==> src/rtl/sram_port_arbiter_if.sv <==
// Purpose: bundles per-master SRAM request fields with the arbiter's grant and SRAM port outputs.
// Latency: none; this file only declares the wires and their direction per side.
// Backpressure: a master keeps req high for as long as it owns the SRAM; gnt is its only go signal.
interface sram_port_arbiter_if #(
    parameter int NUM_MASTERS = 4,
    parameter int ADDR_W      = 11,
    parameter int DATA_W      = 256
);
    logic [NUM_MASTERS-1:0]        req;
    logic [NUM_MASTERS*ADDR_W-1:0] m_rd_addr1;
    logic [NUM_MASTERS*ADDR_W-1:0] m_rd_addr2;
    logic [NUM_MASTERS-1:0]        m_we;
    logic [NUM_MASTERS*ADDR_W-1:0] m_wr_addr;
    logic [NUM_MASTERS*DATA_W-1:0] m_wr_data;

    logic [NUM_MASTERS-1:0]        gnt;
    logic [2:0]                    gnt_id;
    logic                          busy;
    logic [ADDR_W-1:0]             sram_rd_addr1;
    logic [ADDR_W-1:0]             sram_rd_addr2;
    logic [ADDR_W-1:0]             sram_wr_addr;
    logic                          sram_we;
    logic [DATA_W-1:0]             sram_wr_data;

    // Requester side: drives requests and its SRAM fields, observes the grant and the shared port.
    modport master (
        output req, m_rd_addr1, m_rd_addr2, m_we, m_wr_addr, m_wr_data,
        input  gnt, gnt_id, busy, sram_rd_addr1, sram_rd_addr2, sram_wr_addr, sram_we, sram_wr_data
    );

    // Arbiter side: the mirror image of the requester view.
    modport slave (
        input  req, m_rd_addr1, m_rd_addr2, m_we, m_wr_addr, m_wr_data,
        output gnt, gnt_id, busy, sram_rd_addr1, sram_rd_addr2, sram_wr_addr, sram_we, sram_wr_data
    );
endinterface

==> src/rtl/sram_port_arbiter.sv <==
// Purpose: grants one of NUM_MASTERS requesters exclusive use of the SRAM ports (macro SRAM_ARB_ROUND_ROBIN_EN selects round-robin, else fixed priority).
// Latency: grant registered one cycle after req; SRAM port outputs are a same-cycle mux of the owner's inputs.
// Backpressure: owner keeps the port while req stays high, unless MAX_HOLD expires with another master waiting.
module sram_port_arbiter #(
    parameter int NUM_MASTERS = 4,
    parameter int ADDR_W      = 11,
    parameter int DATA_W      = 256,
    parameter int MAX_HOLD    = 0
) (
    input  logic               clk,
    input  logic               reset,
    sram_port_arbiter_if.slave bus
);
    localparam int IDX_W  = (NUM_MASTERS > 1) ? $clog2(NUM_MASTERS) : 1;
    localparam int HOLD_W = (MAX_HOLD > 0) ? $clog2(MAX_HOLD + 1) : 1;

    typedef enum logic {IDLE = 1'b0, OWNED = 1'b1} state_t;

    state_t                 state;
    state_t                 nextState;
    logic [NUM_MASTERS-1:0] gntQ;
    logic [2:0]             gntIdQ;
    logic                   busyQ;
    logic [HOLD_W-1:0]      holdCnt;
    logic [NUM_MASTERS-1:0] others;
    logic [NUM_MASTERS-1:0] candidates;
    logic                   holdExpired;
    logic                   rotate;
    logic                   winFound;
    logic                   loadGrant;
    logic [IDX_W-1:0]       winIdx;
    int                     searchStart;
`ifdef SRAM_ARB_ROUND_ROBIN_EN
    logic [IDX_W-1:0]       lastOwner;
`endif

    // First set bit of cand, scanning upward from start and wrapping around.
    function automatic logic [IDX_W-1:0] firstSet(input logic [NUM_MASTERS-1:0] cand, input int start);
        logic [IDX_W-1:0] idx;
        logic             hit;
        int               j;
        idx = '0;
        hit = 1'b0;
        for (int k = 0; k < NUM_MASTERS; k++) begin
            j = (start + k) % NUM_MASTERS;
            if (!hit && cand[IDX_W'(j)]) begin
                hit = 1'b1;
                idx = IDX_W'(j);
            end
        end
        return idx;
    endfunction

    // Hold counter saturates, so ">=" keeps the limit sticky until someone else asks.
    assign holdExpired = (MAX_HOLD > 0) && (int'(holdCnt) >= MAX_HOLD);

    // Next-state and winner selection; the owner is masked out whenever it is giving up the port.
    always_comb begin
        others     = bus.req & ~gntQ;
        candidates = bus.req;
        rotate     = 1'b0;
        nextState  = state;
        case (state)
            IDLE: begin
                if (|bus.req) nextState = OWNED;
            end
            OWNED: begin
                candidates = others;
                rotate     = (~|(bus.req & gntQ)) || (holdExpired && (|others));
                if (rotate && (~|others)) nextState = IDLE;
            end
            default: nextState = IDLE;
        endcase
`ifdef SRAM_ARB_ROUND_ROBIN_EN
        searchStart = (int'(lastOwner) + 1) % NUM_MASTERS;
`else
        searchStart = 0;
`endif
        winIdx    = firstSet(candidates, searchStart);
        winFound  = |candidates;
        loadGrant = winFound && ((state == IDLE) || rotate);
    end

    // State register with grant, owner index and hold bookkeeping, all moving on the same edge.
    always_ff @(posedge clk) begin
        if (!reset) begin
            state     <= IDLE;
            gntQ      <= '0;
            gntIdQ    <= '0;
            busyQ     <= 1'b0;
            holdCnt   <= '0;
`ifdef SRAM_ARB_ROUND_ROBIN_EN
            lastOwner <= IDX_W'(NUM_MASTERS - 1);
`endif
        end else begin
            state <= nextState;
            if (loadGrant) begin
                gntQ      <= NUM_MASTERS'(1) << winIdx;
                gntIdQ    <= 3'(winIdx);
                busyQ     <= 1'b1;
                holdCnt   <= HOLD_W'(1);
`ifdef SRAM_ARB_ROUND_ROBIN_EN
                lastOwner <= winIdx;
`endif
            end else if (nextState == IDLE) begin
                gntQ    <= '0;
                gntIdQ  <= '0;
                busyQ   <= 1'b0;
                holdCnt <= '0;
            end else if (~&holdCnt) begin
                holdCnt <= holdCnt + 1'b1;
            end
        end
    end

    assign bus.gnt    = gntQ;
    assign bus.gnt_id = gntIdQ;
    assign bus.busy   = busyQ;

    // SRAM port mux driven by the registered grant; idle values whenever nobody owns it or reset is low.
    always_comb begin
        bus.sram_rd_addr1 = '1;
        bus.sram_rd_addr2 = '1;
        bus.sram_wr_addr  = '1;
        bus.sram_we       = 1'b0;
        bus.sram_wr_data  = '0;
        if (reset) begin
            for (int i = 0; i < NUM_MASTERS; i++) begin
                if (gntQ[i]) begin
                    bus.sram_rd_addr1 = bus.m_we[i] ? '1 : bus.m_rd_addr1[i*ADDR_W +: ADDR_W];
                    bus.sram_rd_addr2 = bus.m_rd_addr2[i*ADDR_W +: ADDR_W];
                    bus.sram_wr_addr  = bus.m_wr_addr[i*ADDR_W +: ADDR_W];
                    bus.sram_we       = bus.m_we[i];
                    bus.sram_wr_data  = bus.m_wr_data[i*DATA_W +: DATA_W];
                end
            end
        end
    end
endmodule

==> src/flat_wrapper.sv <==
// flat-port wrapper written by rule: the top's interface ports become plain ports
module sram_port_arbiter_flat 
#(
    parameter int NUM_MASTERS = 4,
    parameter int ADDR_W      = 11,
    parameter int DATA_W      = 256,
    parameter int MAX_HOLD    = 0
)
  (clk, reset, bus_req, bus_m_rd_addr1, bus_m_rd_addr2, bus_m_we, bus_m_wr_addr, bus_m_wr_data, bus_gnt, bus_gnt_id, bus_busy, bus_sram_rd_addr1, bus_sram_rd_addr2, bus_sram_wr_addr, bus_sram_we, bus_sram_wr_data);
  sram_port_arbiter_if #(.NUM_MASTERS(NUM_MASTERS), .ADDR_W(ADDR_W), .DATA_W(DATA_W)) bus_i ();
  input  logic clk;
  input  logic reset;
  input wire logic [$bits(bus_i.req)-1:0] bus_req;
  input wire logic [$bits(bus_i.m_rd_addr1)-1:0] bus_m_rd_addr1;
  input wire logic [$bits(bus_i.m_rd_addr2)-1:0] bus_m_rd_addr2;
  input wire logic [$bits(bus_i.m_we)-1:0] bus_m_we;
  input wire logic [$bits(bus_i.m_wr_addr)-1:0] bus_m_wr_addr;
  input wire logic [$bits(bus_i.m_wr_data)-1:0] bus_m_wr_data;
  output wire logic [$bits(bus_i.gnt)-1:0] bus_gnt;
  output wire logic [$bits(bus_i.gnt_id)-1:0] bus_gnt_id;
  output wire logic [$bits(bus_i.busy)-1:0] bus_busy;
  output wire logic [$bits(bus_i.sram_rd_addr1)-1:0] bus_sram_rd_addr1;
  output wire logic [$bits(bus_i.sram_rd_addr2)-1:0] bus_sram_rd_addr2;
  output wire logic [$bits(bus_i.sram_wr_addr)-1:0] bus_sram_wr_addr;
  output wire logic [$bits(bus_i.sram_we)-1:0] bus_sram_we;
  output wire logic [$bits(bus_i.sram_wr_data)-1:0] bus_sram_wr_data;
  assign bus_i.req = bus_req;
  assign bus_i.m_rd_addr1 = bus_m_rd_addr1;
  assign bus_i.m_rd_addr2 = bus_m_rd_addr2;
  assign bus_i.m_we = bus_m_we;
  assign bus_i.m_wr_addr = bus_m_wr_addr;
  assign bus_i.m_wr_data = bus_m_wr_data;
  assign bus_gnt = bus_i.gnt;
  assign bus_gnt_id = bus_i.gnt_id;
  assign bus_busy = bus_i.busy;
  assign bus_sram_rd_addr1 = bus_i.sram_rd_addr1;
  assign bus_sram_rd_addr2 = bus_i.sram_rd_addr2;
  assign bus_sram_wr_addr = bus_i.sram_wr_addr;
  assign bus_sram_we = bus_i.sram_we;
  assign bus_sram_wr_data = bus_i.sram_wr_data;
  sram_port_arbiter #(.NUM_MASTERS(NUM_MASTERS), .ADDR_W(ADDR_W), .DATA_W(DATA_W), .MAX_HOLD(MAX_HOLD)) u_core (.clk(clk), .reset(reset), .bus(bus_i));
endmodule
==> config.mk <==
export PLATFORM = sky130hd
export DESIGN_NAME = sram_port_arbiter_flat
export DESIGN_NICKNAME = d
export VERILOG_FILES = /design/src/rtl/sram_port_arbiter_if.sv /design/src/rtl/sram_port_arbiter.sv /design/src/flat_wrapper.sv
export SDC_FILE = /design/constraint.sdc
export NUM_CORES = 1
export LEC_CHECK = 0
export ABC_AREA = 1
export BUFFER_PORTS_ARGS = -buffer_cell sky130_fd_sc_hd__buf_2
export CAP_MARGIN = 20
export CORE_AREA = 3 3 563 565
export DETAILED_ROUTE_END_ITERATION = 8
export DIE_AREA = 0 0 566 568
export SLEW_MARGIN = 10
export SYNTH_ARGS = -nofsm -noshare
export SYNTH_HDL_FRONTEND = slang
export SYNTH_SLANG_ARGS = --single-unit
==> constraint.sdc <==
create_clock -name clk -period 1.5 [get_ports clk]
set_input_delay 0.075 -clock clk [delete_from_list [all_inputs] [get_ports clk]]
set_output_delay 0.075 -clock clk [all_outputs]
set_load 0.01 [all_outputs]
======== After elaboration in Yosys (flattened, before gate mapping) ========
Cells that the tools add are included.
operators by class
  shift-type cells ........................ 1
  bitwise operators ....................... 4
  reduce and logical (&&, ||, !) cells .... 11
  eq/ne operators ......................... 1
  multiplexer cells ....................... 42
operators by type and width
  kind                   number
  $mux W256              5
  $mux W11               19
  $reduce_or A4 Y1       4
  $mux W1                12
  $mux W4                3
  $and A4 B4 Y4          2
  $mux W2                2
  $not A4 Y4             1
  $shl A1 B1 Y4 const A  1
  $logic_and A1 B1 Y1    3
  $logic_not A1 Y1       3
  $ne A2 B2 Y1 const B   1
  $pmux W1 S2            1
  $logic_or A1 B1 Y1     1
  $not A1 Y1             1
word-level totals
  flip-flop bits (word level) ............. 8
  output and inout port bits .............. 298
  word-level logic and storage cells ...... 63

======== Depth between registers and ports, before layout ========
  depth after elaboration ................. 9
  mapped depth ............................ 6
  depth with buffers taken out ............ 5

======== Worst setup path before layout ========
Ideal clock, no wire load.
  kind .................................... register to output
  from .................................... reg u_core.bus.gnt_id[0] (netlist name)
  to ...................................... out bus_sram_wr_data[100]
  data required time ...................... 1.425 ns
  arrival ................................. 1.267 ns
  cell stages (with the launch flop) ...... 6
  path buffers ............................ 3
  setup slack ............................. 0.158 ns
  path through ............................ dfxtp_1 > buf_4 > buf_4 > clkbuf_1 > nand2_1 > a21oi_1
RTL lines
  element           line                source
  end: declaration  flat_wrapper.sv:26  output wire logic [$bits(bus_i.sram_wr_data)-1:0] bus_sram_wr_data;

==> run_results.csv <==
group,metric,value,unit
status,outcome,"finished, violations left",
status,failed_checks,"negative setup slack",
yosys,flops_latches_synth,4,
worst_setup_path,cp_num_cells,8,
yosys,synth_top_cells_by_area,"sky130_fd_sc_hd__nand2_1 47%, sky130_fd_sc_hd__a21oi_1 29%, sky130_fd_sc_hd__buf_2 4.6%, sky130_fd_sc_hd__buf_4 4.3%, sky130_fd_sc_hd__nand3_1 4.1%",
worst_setup_path,required,1.42,ns
grt,antenna_violations_before_repair,257,
floorplanning,rows,205,
pwr,power.density,370,nW/um2
clock_tree,clkSlewWorstSetupHoldPaths,0.03,ns
yosys,seq_total_area_yosys,1.81,%
hold_path,hold_removal_path_class,"in -> reg",
timing,period_needed,2.00,ns
worst_setup_path,path_cells,"buf_12 > buf_16 > buf_16 > buf_12 > clkbuf_16 > nand2_1 > a21oi_1 > buf_2",
grt,grt_pass1_vias,11400,
timing,final.setup.tns,-88.18,ns
worst_setup_path,worstPathArrival,1.93,ns
timing,post-route-period-util,133,%
yosys,proportion_of_netlist_area_held_by_the_largest_area_contributor,47.1,%
placed_design,port_buffers,879,
worst_setup_path,endpoint,"bus_sram_wr_data[191]",
yosys,synth_cells,1006,
timing,skew,0.00298,ns
floorplanning,core_region_area,312000,um2
finish,register_area,85.1,um2
timing,final_number_of_hold_violating_endpoints,0,
timing,grt_setup_unrepaired,"yes",
clock_tree,cts_max_path_buffers,2,
worst_setup_path,cp_slowest_stage_delay,0.37,ns
worst_setup_path,crit_slowest_cell,"sky130_fd_sc_hd__dfxtp_4",
pwr,power_leakage,7.85,nW
floorplanning,initial_core_utilization,1.42,%
detailed_routing,per_cell_via_count_in_the_routed_design,2.11,
worst_setup_path,start_point_of_the_critical_path,"u_core.bus.gnt_id[0]",
timing,timing.slew.headroom,47.9,%
clock_tree,hold_buffers,0,
worst_setup_path,timing_worst_setup_path_type,"reg -> out",
clock_tree,cts.root.buffer_cell,"sky130_fd_sc_hd__clkbuf_16",
detailed_routing,routed_vias,13000,
yosys,syn-mean-instance-area,4.39,um2
pwr,worst_ir_drop_vdd,0.428,mV
detailed_routing,detail_route.iter0.violations,555,
detailed_routing,drc_errors,0,
placed_design,dpl_worst_slack,-0.836,ns
detailed_routing,drt.antenna.violating_nets,0,
worst_setup_path,timing.reg2reg.setup_slack,0.30,ns
yosys,count_of_warnings_emitted_by_yosys,0,
yosys,netlist.top_cell.by_area,"sky130_fd_sc_hd__nand2_1",
yosys,netlist_area,4410,um2
placed_design,dp.final_hpwl,191000,um
placed_design,finalWeightedCongestion,0.809,
worst_setup_path,worst_r2r_endpoint,"u_core.bus.gnt[0]",
clock_tree,num_cts_buffers,3,
worst_setup_path,critPathLaunchType,"flip-flop",
worst_setup_path,top_delay_family_on_crit_path,"buffers and inverters",
floorplanning,ioPinCount,1464,
grt,grt_first_pass_wirelength,228000,um
floorplanning,floorplan.die_area,321000,um2
clock_tree,clock-sinks,4,
finish,nets_finish,3129,
clock_tree,clk_latency,0.22,ns
timing,max_freq,500,MHz
clock_tree,number_of_levels_in_the_clock_h_tree,1,
timing,report.final.setup_viol,292,
detailed_routing,post_drt_wl_per_cell,33.6,um
timing,report.final.slew_viol_count,0,
detailed_routing,first_pass_iters,5,
grt,grtUsageTotal,12.1,%
worst_setup_path,r2r_cells,7,
timing,tightestPinTransition,0.781,ns
flow_run,max_cap_violations,0,
detailed_routing,routed_wire_length,206000,um
pwr,design_power_total,0.00811,W
worst_setup_path,crit_buf_inv,6,
finish,multi_input_area,7280,um2
worst_setup_path,crit_fanout,8,
grt,grt_max_degree,72,
yosys,yosysUniqueCellTypes,16,
clock_tree,cts_tree,"built",
grt,grt_remaining_overflow,0,
finish,fillers,36700,
finish,fraction_of_layout_cells_with_a_size_suffix_above_1,79.2,%
finish,area.growth.synth_to_final,396,%
worst_setup_path,crit-reg2reg-launch,"u_core.bus.gnt_id[0]",
floorplanning,dieHeight,568,um
worst_setup_path,endpoint_kind,"output pin",
timing,postLayoutSetupSlackWorst,-0.500,ns
floorplanning,chipWidth,566,um
[what timing repair did]
action / CTS / global route
pin swaps: 17 / 175
setup endpoints to repair: 292 / 292
endpoints found under the hold margin: 0 / 0
resized for setup: 407 / 708
gates cloned: 13 / 21
setup buffers: 27 / 39
[where the power goes]
group | switching [W] | internal [W] | leakage (nW)
combinational | 0.00443 | 0.00313 | 7.77
sequential | 0.00000762 | 0.000115 | 0.0344
clock | 0.0000752 | 0.000351 | 0.0384
total | 0.00451 | 0.00360 | 7.85
[cell type report]
| type | count | share of cell area (%) |
|---|---|---|
| inverters | 5 | 0.143 |
| clock buffers | 4 | 0.360 |
| multi-input cells | 896 | 33.2 |
| well taps | 4140 | 23.6 |
| diodes | 44 | 0.502 |
| repair buffers | 1053 | 41.7 |
| flip-flops and latches | 4 | 0.388 |
[cells in the final DEF, fill, tap and decap left out, types with 41 or more instances in the layout]
cell type,count
sky130_fd_sc_hd__nand2_1,299
sky130_fd_sc_hd__buf_4,77
sky130_fd_sc_hd__a21oi_4,71
sky130_fd_sc_hd__buf_12,150
sky130_fd_sc_hd__a21oi_1,41
sky130_fd_sc_hd__nand2_8,57
sky130_fd_sc_hd__diode_2,44
sky130_fd_sc_hd__a21oi_2,148
sky130_fd_sc_hd__buf_2,708
sky130_fd_sc_hd__buf_6,52
sky130_fd_sc_hd__nand2_4,114
sky130_fd_sc_hd__nand2_2,84
[metrics by stage]
| stage | hold WS [ns] | instances | utilization (%) | instance area [um2] |
|---|---|---|---|---|
| floorplan | 0.267 | 1009 | - | 4430 |
| global placement | 0.427 | 6007 | 5.06 | 15800 |
| detailed placement | 0.433 | 6007 | 5.06 | 15800 |
| CTS | 0.202 | 6048 | 5.81 | 18100 |
| global route | 0.241 | 6122 | 7.01 | 21900 |
| finish | 0.215 | 6146 | 7.03 | 21900 |
[Yosys cell counts]
| cell | count |
|---|---|
| sky130_fd_sc_hd__or2_2 | 1 |
| sky130_fd_sc_hd__nand2_1 | 554 |
| sky130_fd_sc_hd__inv_1 | 3 |
| sky130_fd_sc_hd__a21oi_1 | 260 |
| sky130_fd_sc_hd__nor2_4 | 1 |
| sky130_fd_sc_hd__conb_1 | 1 |
| sky130_fd_sc_hd__dfxtp_1 | 4 |
| sky130_fd_sc_hd__buf_2 | 41 |
| sky130_fd_sc_hd__buf_4 | 25 |
| sky130_fd_sc_hd__a21boi_0 | 1 |
| sky130_fd_sc_hd__clkbuf_1 | 37 |
| sky130_fd_sc_hd__o21ai_0 | 34 |
| sky130_fd_sc_hd__inv_2 | 2 |
| sky130_fd_sc_hd__nand3_1 | 36 |
| sky130_fd_sc_hd__nor2_1 | 5 |
| sky130_fd_sc_hd__clkbuf_2 | 1 |
[logic make-up (layout without fill, tap and decap cells)]
group	count (synthesis)	in the layout	synth area share, %
simple gates	597	597	52.0
other cells	1	48	0.0850
buf+inv	109	1062	12.6
flops	4	4	1.81
compound gates	295	295	33.5
[flip-flops by register name, indices dropped and copies added (netlist names)]
name               cells
u_core.bus.gnt_id      1
u_core.bus.gnt         1
u_core.state           1
u_core.bus.busy        1
[layer usage]
| metal | GRT usage, % | part of all wire, % | vias up |
|---|---|---|---|
| met5 | 0 | 0.11 | - |
| met4 | 1.64 | 3.1 | 32 |
| met3 | 3.85 | 8.8 | 480 |
| met2 | 17.4 | 39 | 1268 |
| met1 | 17.6 | 49 | 5943 |
| li1 | - | - | 5227 |
[how the worst min path moves through the flow]
stage | start | end | depth (start not counted)
2_1_floorplan | bus_req[2] | u_core.state | 2
3_3_place_gp | bus_req[1] | u_core.state | 3
3_5_place_dp | bus_req[1] | u_core.state | 3
4_1_cts | bus_req[1] | u_core.state | 3
5_1_grt | bus_req[1] | u_core.state | 3
6_report | bus_req[1] | u_core.state | 3
[worst register-to-register path: cells and delay by family (launching register included)]
kind                   cells  cell delay (ns)
AO/OA/AOI/OAI              1             0.14
flip-flops                 1             0.35
AND/OR/NAND/NOR            4             0.37
buffers and inverters      2             0.27
(Power assumes the default switching activity.)
